<file path="src/rtl/ms_pkg.sv">
// Shared types and maze constants for the maze-solver path stages.
package ms_pkg;

    typedef struct packed {
        logic [3:0] x;
        logic [3:0] y;
    } coord_t;

    localparam logic [3:0] START_X  = 4'd1;
    localparam logic [3:0] START_Y  = 4'd1;
    localparam logic [3:0] GOAL_X   = 4'd13;
    localparam logic [3:0] GOAL_Y   = 4'd13;
    localparam logic [3:0] MAZE_DIM = 4'd15;

    typedef enum logic [1:0] {
        IDLE    = 2'd0,
        COLLECT = 2'd1,
        REPLAY  = 2'd2,
        REPORT  = 2'd3
    } state_t;

endpackage

</file>
<file path="src/rtl/ms_lifo.sv">
// Register-based coordinate stack. The top entry is always visible
// combinationally; push and pop are never requested in the same cycle.
module ms_lifo
    import ms_pkg::*;
#(
    parameter int DEPTH = 169,
    parameter int LEN_W = 8
) (
    input  logic             clk,
    input  logic             rst_n,
    input  logic             push,
    input  logic             pop,
    input  coord_t           din,
    output coord_t           top,
    output logic [LEN_W-1:0] count,
    output logic             empty,
    output logic             full
);

    coord_t mem [DEPTH];

    assign empty = (count == '0);
    assign full  = (count == LEN_W'(DEPTH));
    assign top   = empty ? '0 : mem[count - LEN_W'(1)];

    // Stack storage: data only, so it is left out of the reset.
    always_ff @(posedge clk) begin
        if (push && !full) begin
            mem[count] <= din;
        end
    end

    // Entry counter: saturates at DEPTH on push, stops at zero on pop.
    always_ff @(posedge clk or negedge rst_n) begin
        if (!rst_n) begin
            count <= '0;
        end else if (push && !full) begin
            count <= count + LEN_W'(1);
        end else if (pop && !empty) begin
            count <= count - LEN_W'(1);
        end
    end

endmodule

</file>
<file path="src/rtl/ms_path_reverser.sv">
// Path reverser: captures the solver's goal-to-start burst in a LIFO and
// replays it start-to-goal over valid/ready, then reports length and status.
// Optional build macro MS_PATH_CHECK_EN adds path-shape checking
// (goal first, start last, 4-adjacency, no border cells) into path_err.
module ms_path_reverser
    import ms_pkg::*;
#(
    parameter int DEPTH = 169,
    parameter int LEN_W = 8
) (
    input  logic             clk,
    input  logic             rst_n,
    input  logic             in_valid,
    input  logic             in_not_valid,
    input  logic [3:0]       in_x,
    input  logic [3:0]       in_y,
    output logic             out_valid,
    input  logic             out_ready,
    output logic [3:0]       out_x,
    output logic [3:0]       out_y,
    output logic             out_last,
    output logic             done,
    output logic [LEN_W-1:0] path_len,
    output logic             path_err,
    output logic             no_path
);

    state_t           state;
    coord_t           in_c;
    coord_t           top;
    logic [LEN_W-1:0] count;
    logic             empty;
    logic             full;
    logic             push;
    logic             load;
    logic             err_q;
    logic [LEN_W-1:0] len_q;
    logic             chk_in_err;
    logic             chk_end_err;

    assign in_c = '{x: in_x, y: in_y};
    assign push = in_valid && ((state == IDLE) || (state == COLLECT));
    // Output register takes the next entry whenever it is empty or draining.
    assign load = (state == REPLAY) && !empty && (!out_valid || out_ready);

    ms_lifo #(
        .DEPTH (DEPTH),
        .LEN_W (LEN_W)
    ) u_lifo (
        .clk   (clk),
        .rst_n (rst_n),
        .push  (push),
        .pop   (load),
        .din   (in_c),
        .top   (top),
        .count (count),
        .empty (empty),
        .full  (full)
    );

`ifdef MS_PATH_CHECK_EN
    coord_t prev_q;

    function automatic logic is_border(input coord_t c);
        return (c.x == 4'd0) || (c.x == MAZE_DIM - 4'd1) ||
               (c.y == 4'd0) || (c.y == MAZE_DIM - 4'd1);
    endfunction

    function automatic logic not_adjacent(input coord_t a, input coord_t b);
        logic signed [4:0] dx;
        logic signed [4:0] dy;
        logic        [4:0] adx;
        logic        [4:0] ady;
        logic        [5:0] dist;
        dx   = $signed({1'b0, b.x}) - $signed({1'b0, a.x});
        dy   = $signed({1'b0, b.y}) - $signed({1'b0, a.y});
        adx  = dx[4] ? 5'(-dx) : 5'(dx);
        ady  = dy[4] ? 5'(-dy) : 5'(dy);
        dist = {1'b0, adx} + {1'b0, ady};
        return dist != 6'd1;
    endfunction

    assign chk_in_err = in_valid && (is_border(in_c) ||
                        ((state == IDLE) ? ((in_c.x != GOAL_X) || (in_c.y != GOAL_Y))
                                         : not_adjacent(prev_q, in_c)));
    assign chk_end_err = (state == COLLECT) && !in_valid &&
                         ((prev_q.x != START_X) || (prev_q.y != START_Y));

    // Remember the previous accepted coordinate for adjacency and end checks.
    always_ff @(posedge clk) begin
        if (push) begin
            prev_q <= in_c;
        end
    end
`else
    assign chk_in_err  = 1'b0;
    assign chk_end_err = 1'b0;
`endif

    // Job sequencer with registered replay and report outputs.
    always_ff @(posedge clk or negedge rst_n) begin
        if (!rst_n) begin
            state     <= IDLE;
            err_q     <= 1'b0;
            len_q     <= '0;
            out_valid <= 1'b0;
            out_x     <= 4'd0;
            out_y     <= 4'd0;
            out_last  <= 1'b0;
            done      <= 1'b0;
            path_len  <= '0;
            path_err  <= 1'b0;
            no_path   <= 1'b0;
        end else begin
            case (state)
                IDLE: begin
                    done      <= 1'b0;
                    path_len  <= '0;
                    path_err  <= 1'b0;
                    no_path   <= 1'b0;
                    out_valid <= 1'b0;
                    out_last  <= 1'b0;
                    out_x     <= 4'd0;
                    out_y     <= 4'd0;
                    if (in_valid) begin
                        state <= COLLECT;
                        err_q <= in_not_valid | chk_in_err;
                    end else if (in_not_valid) begin
                        state   <= REPORT;
                        done    <= 1'b1;
                        no_path <= 1'b1;
                        err_q   <= 1'b0;
                    end else begin
                        err_q <= 1'b0;
                    end
                end
                COLLECT: begin
                    err_q <= err_q | (in_valid & full) | in_not_valid |
                             chk_in_err | chk_end_err;
                    if (!in_valid) begin
                        state <= REPLAY;
                        len_q <= count;
                    end
                end
                REPLAY: begin
                    if (load) begin
                        out_valid <= 1'b1;
                        out_x     <= top.x;
                        out_y     <= top.y;
                        out_last  <= (count == LEN_W'(1));
                    end else if (out_valid && out_ready) begin
                        out_valid <= 1'b0;
                        out_last  <= 1'b0;
                        out_x     <= 4'd0;
                        out_y     <= 4'd0;
                        state     <= REPORT;
                        done      <= 1'b1;
                        path_len  <= len_q;
                        path_err  <= err_q;
                        no_path   <= 1'b0;
                    end
                end
                REPORT: begin
                    done     <= 1'b0;
                    path_len <= '0;
                    path_err <= 1'b0;
                    no_path  <= 1'b0;
                    err_q    <= 1'b0;
                    len_q    <= '0;
                    state    <= IDLE;
                end
                default: state <= IDLE;
            endcase
        end
    end

endmodule

</file>
<file path="config.mk">
export PLATFORM = sky130hd
export DESIGN_NAME = ms_path_reverser
export DESIGN_NICKNAME = d
export VERILOG_FILES = /design/src/rtl/ms_pkg.sv /design/src/rtl/ms_lifo.sv /design/src/rtl/ms_path_reverser.sv
export SDC_FILE = /design/constraint.sdc
export NUM_CORES = 1
export LEC_CHECK = 0
export ABC_AREA = 1
export ABC_CLOCK_PERIOD_IN_PS = 7980
export BUFFER_PORTS_ARGS = -buffer_cell sky130_fd_sc_hd__buf_4
export CORE_ASPECT_RATIO = 1.1
export CORE_MARGIN = 2
export CORE_UTILIZATION = 45
export CTS_BUF_LIST = sky130_fd_sc_hd__clkbuf_16
export DETAILED_ROUTE_END_ITERATION = 8
export PLACE_DENSITY = 0.64
export SLEW_MARGIN = 20
export SYNTH_ARGS = -nofsm -noshare
export SYNTH_HDL_FRONTEND = slang
export SYNTH_SLANG_ARGS = --single-unit
export TNS_END_PERCENT = 50
</file>
<file path="constraint.sdc">
create_clock -name clk -period 7.98 [get_ports clk]
set_input_delay 0.399 -clock clk [delete_from_list [all_inputs] [get_ports clk]]
set_output_delay 0.399 -clock clk [all_outputs]
set_load 0.03 [all_outputs]
</file>
==> flow_summary.json <==
{
  "syn2layout_area_growth_pct": 10.2,
  "power_density_nw_per_um2": 399,
  "synth_top_area_share_pct": 71.5,
  "syn-num-nets": 4860,
  "drc_errors": 0,
  "worst_pin_slew_ns": 1.27,
  "overflow": 0,
  "final_area_um2": 62600,
  "clock-root-buffer": "clkbuf_16",
  "worstRegToRegCells": 13,
  "grt_pass1_wl_um": 229000,
  "cts_tree": "yes",
  "antenna_found_initial": 2,
  "post-route-period-util_pct": 59.4,
  "leakage_uw": 0.0218,
  "synth_area_leaders": "edfxtp_1 (72%), nand3_1 (12%), nand2_1 (9.5%)",
  "postCtsSetupBuffers": 0,
  "grt_usage_pct": 23.5,
  "wire_per_inst_um": 23.4,
  "min_from": "in_valid",
  "syn_avg_cell_area_um2": 11.7,
  "dp_slack_ns": 3.30,
  "async_flop_share_pct": 2.87,
  "hp-class": "primary input to register",
  "clk_path_buf_depth": 3,
  "worstSetupEndpointType": "register",
  "synth.area.mux_share_pct": 0,
  "h-tree-depth": 4,
  "drv_cap": 0,
  "crit_top_cell": "nand3_1",
  "slew_headroom_pct": 15.1,
  "synth_area_um2": 56800,
  "hold_path_end": "no_path",
  "cp.arrival_ns": 5.39,
  "synth-edff-count": 1352,
  "synth_cells": 4836,
  "r2r_slack_ns": 3.24,
  "finalHoldViolCount": 0,
  "synth_top_flop_cell": "edfxtp_1",
  "io_pins": 34,
  "synthSimpleGateAreaFrac_pct": 22.9,
  "ir_drop_uv": 594,
  "yosys_warnings": 0,
  "ys_ff_latch": 1392,
  "hold_depth": 4,
  "synthTopCellsByCount": "nand2_1 (1,432), edfxtp_1 (1,352), nand3_1 (1,335)",
  "layout_setup_ws_ns": 3.24,
  "clock_latency_ns": 0.76,
  "outcome": "completed",
  "setup_tns_ns": 0,
  "synth_top_family_by_area": "simple AND/OR/NAND/NOR gates",
  "r2r_end": "out_x[2]",
  "synth-compound-area-share_pct": 0.626,
  "cts_sinks": 1392,
  "core-area_um2": 125000,
  "vias_per_cell": 5.74,
  "place_hpwl_um": 81900,
  "port_buffers": 33,
  "drt-initial-drc-count": 4718,
  "synth_cell_types": 37,
  "dp_cells": 6252,
  "clock_skew_ns": 0.0246,
  "grt_pass1_vias": 35600,
  "max_freq_mhz": 211,
  "cp-start-kind": "register",
  "drive_above_1_share_pct": 6.08,
  "synth_xor_area_share_pct": 0.134,
  "rsz0062_at_grt": "no",
  "ys_seq_area_share_pct": 73.3,
  "synthMostInstantiatedCell": "nand2_1",
  "dr_total_vias": 37300,
  "synthAdderAreaFrac_pct": 0.242,
  "final_cells": 6506,
  "slew_viol_final": 0,
  "gp_congestion": 0.836,
  "detail-route-antenna-nets": 0,
  "final_nets": 4762,
  "path_max_fanout": 160,
  "fp.dieH_um": 377,
  "die_w_um": 343,
  "rr_startpoint": "u_lifo.count[0]",
  "cts-buffers-inserted": 137,
  "cpMaxStageDelayCell": "buf_4",
  "clk_pin_slew_ns": 0.06,
  "path_class": "register to register",
  "setup-violations-final": 0,
  "crit_chain": "inv_8 -> ha_4 -> buf_12 -> buf_4 -> nand3_1 -> nand3_1 -> nand3_1 -> nand3_1 -> nand3_1 -> nand3_1 -> nand3_1 -> nand2_1 -> nand2_1",
  "grt_max_degree": 207,
  "critPathMaxStageDelay_ns": 0.77,
  "first_pass_iters": 5,
  "start_util_pct": 45.4,
  "crit_required_ns": 8.63,
  "placed_area_um2": 58200,
  "min_period_ns": 4.74,
  "num_rows": 136,
  "dieArea_um2": 129000,
  "routed_wl_um": 152000,
  "synth.largest_area_cell": "edfxtp_1"
}
-- where the power goes --
part           internal, µW  switching, µW  total [µW]
clock network          3540           2750        6290
registers              8150            132        8290
logic                  2690           7700       10400
total                 14400          10600       25000
-- layout by cell type, fill, tap and decap left out, drive strengths merged, types with 9 or more instances in the layout --
cell type / n
clkbuf: 143
dfrtp: 40
o21ai: 22
inv: 92
nor2: 205
a21oi: 22
nand3: 1337
buf: 79
ha: 11
edfxtp: 1352
clkinv: 59
nand2: 1434
bufinv: 9
-- area by class of cell --
class / count / area, µm²
Antenna cell: 1 / 2.50
Clock buffer: 143 / 3580
Clock inverter: 107 / 748
Fill cell: 10700 / 62500
Inverter: 56 / 225
Multi-Input combinational cell: 3069 / 13600
Sequential cell: 1392 / 41600
Tap cell: 1656 / 2070
Timing Repair Buffer: 82 / 728
-- routing by layer --
layer | share of wire, % | global-route usage, % | routed length, µm
met5 | 0.027 | 0 | 41
met4 | 3.2 | 8.20 | 4830
met3 | 8.4 | 3.97 | 12700
met2 | 46 | 36.2 | 70600
met1 | 42 | 33.8 | 63800
-- worst max path at each step --
stage	to	slack (ns)	depth (start not counted)	from
finish	out_x[2]	3.24	13	u_lifo.count[0]
global route	out_y[0]	3.00	13	u_lifo.count[0]
CTS	out_y[0]	3.28	13	u_lifo.count[0]
detailed placement	out_x[0]	3.30	13	u_lifo.count[0]
global placement	out_y[0]	3.34	13	u_lifo.count[0]
floorplan	out_x[3]	5.13	19	u_lifo.count[0]
-- worst max-delay path, delay by kind of cell (launching register included) --
family                   cells  cell delay (ns)
buffers and inverters        3             1.99
adder cells (fa/ha/maj)      1             0.60
flip-flops                   1             0.53
AND/OR/NAND/NOR              9             1.36
-- registers in the layout (all words and copies together), names as in the netlist --
register / count
out_valid: 1
len_q: 8
out_x: 4
state: 2
path_len: 8
out_y: 4
out_last: 1
path_err: 1
done: 1
u_lifo.mem: 1352
no_path: 1
err_q: 1
u_lifo.count: 8
-- stage by stage --
stage	hold slack [ns]	total power [µW]	util, %
after floorplan	0.103	15200	-
after global placement	0.419	18700	46.6
after detailed placement	0.429	18700	46.6
after CTS	0.0827	24900	50.0
after global routing	0.140	26200	50.0
final	0.134	25000	50.0
-- what timing repair did --
item | CTS | global route
hold buffers | 3 | 0
gates resized for setup | 0 | 0
endpoints found under the hold margin | 42 | 0
-- kinds of logic (layout without fill, tap and decap cells) --
kind of cell             Yosys count  count (layout)
XOR/XNOR                           7               7
buffers and inverters            375             388
AO/OA/AOI/OAI                     61              61
AND/OR/NAND/NOR                 2990            2990
adder cells (fa/ha/maj)           11              11
flip-flops                      1392            1392
other                              0               1
No activity file was read; power rests on OpenSTA's default activity.
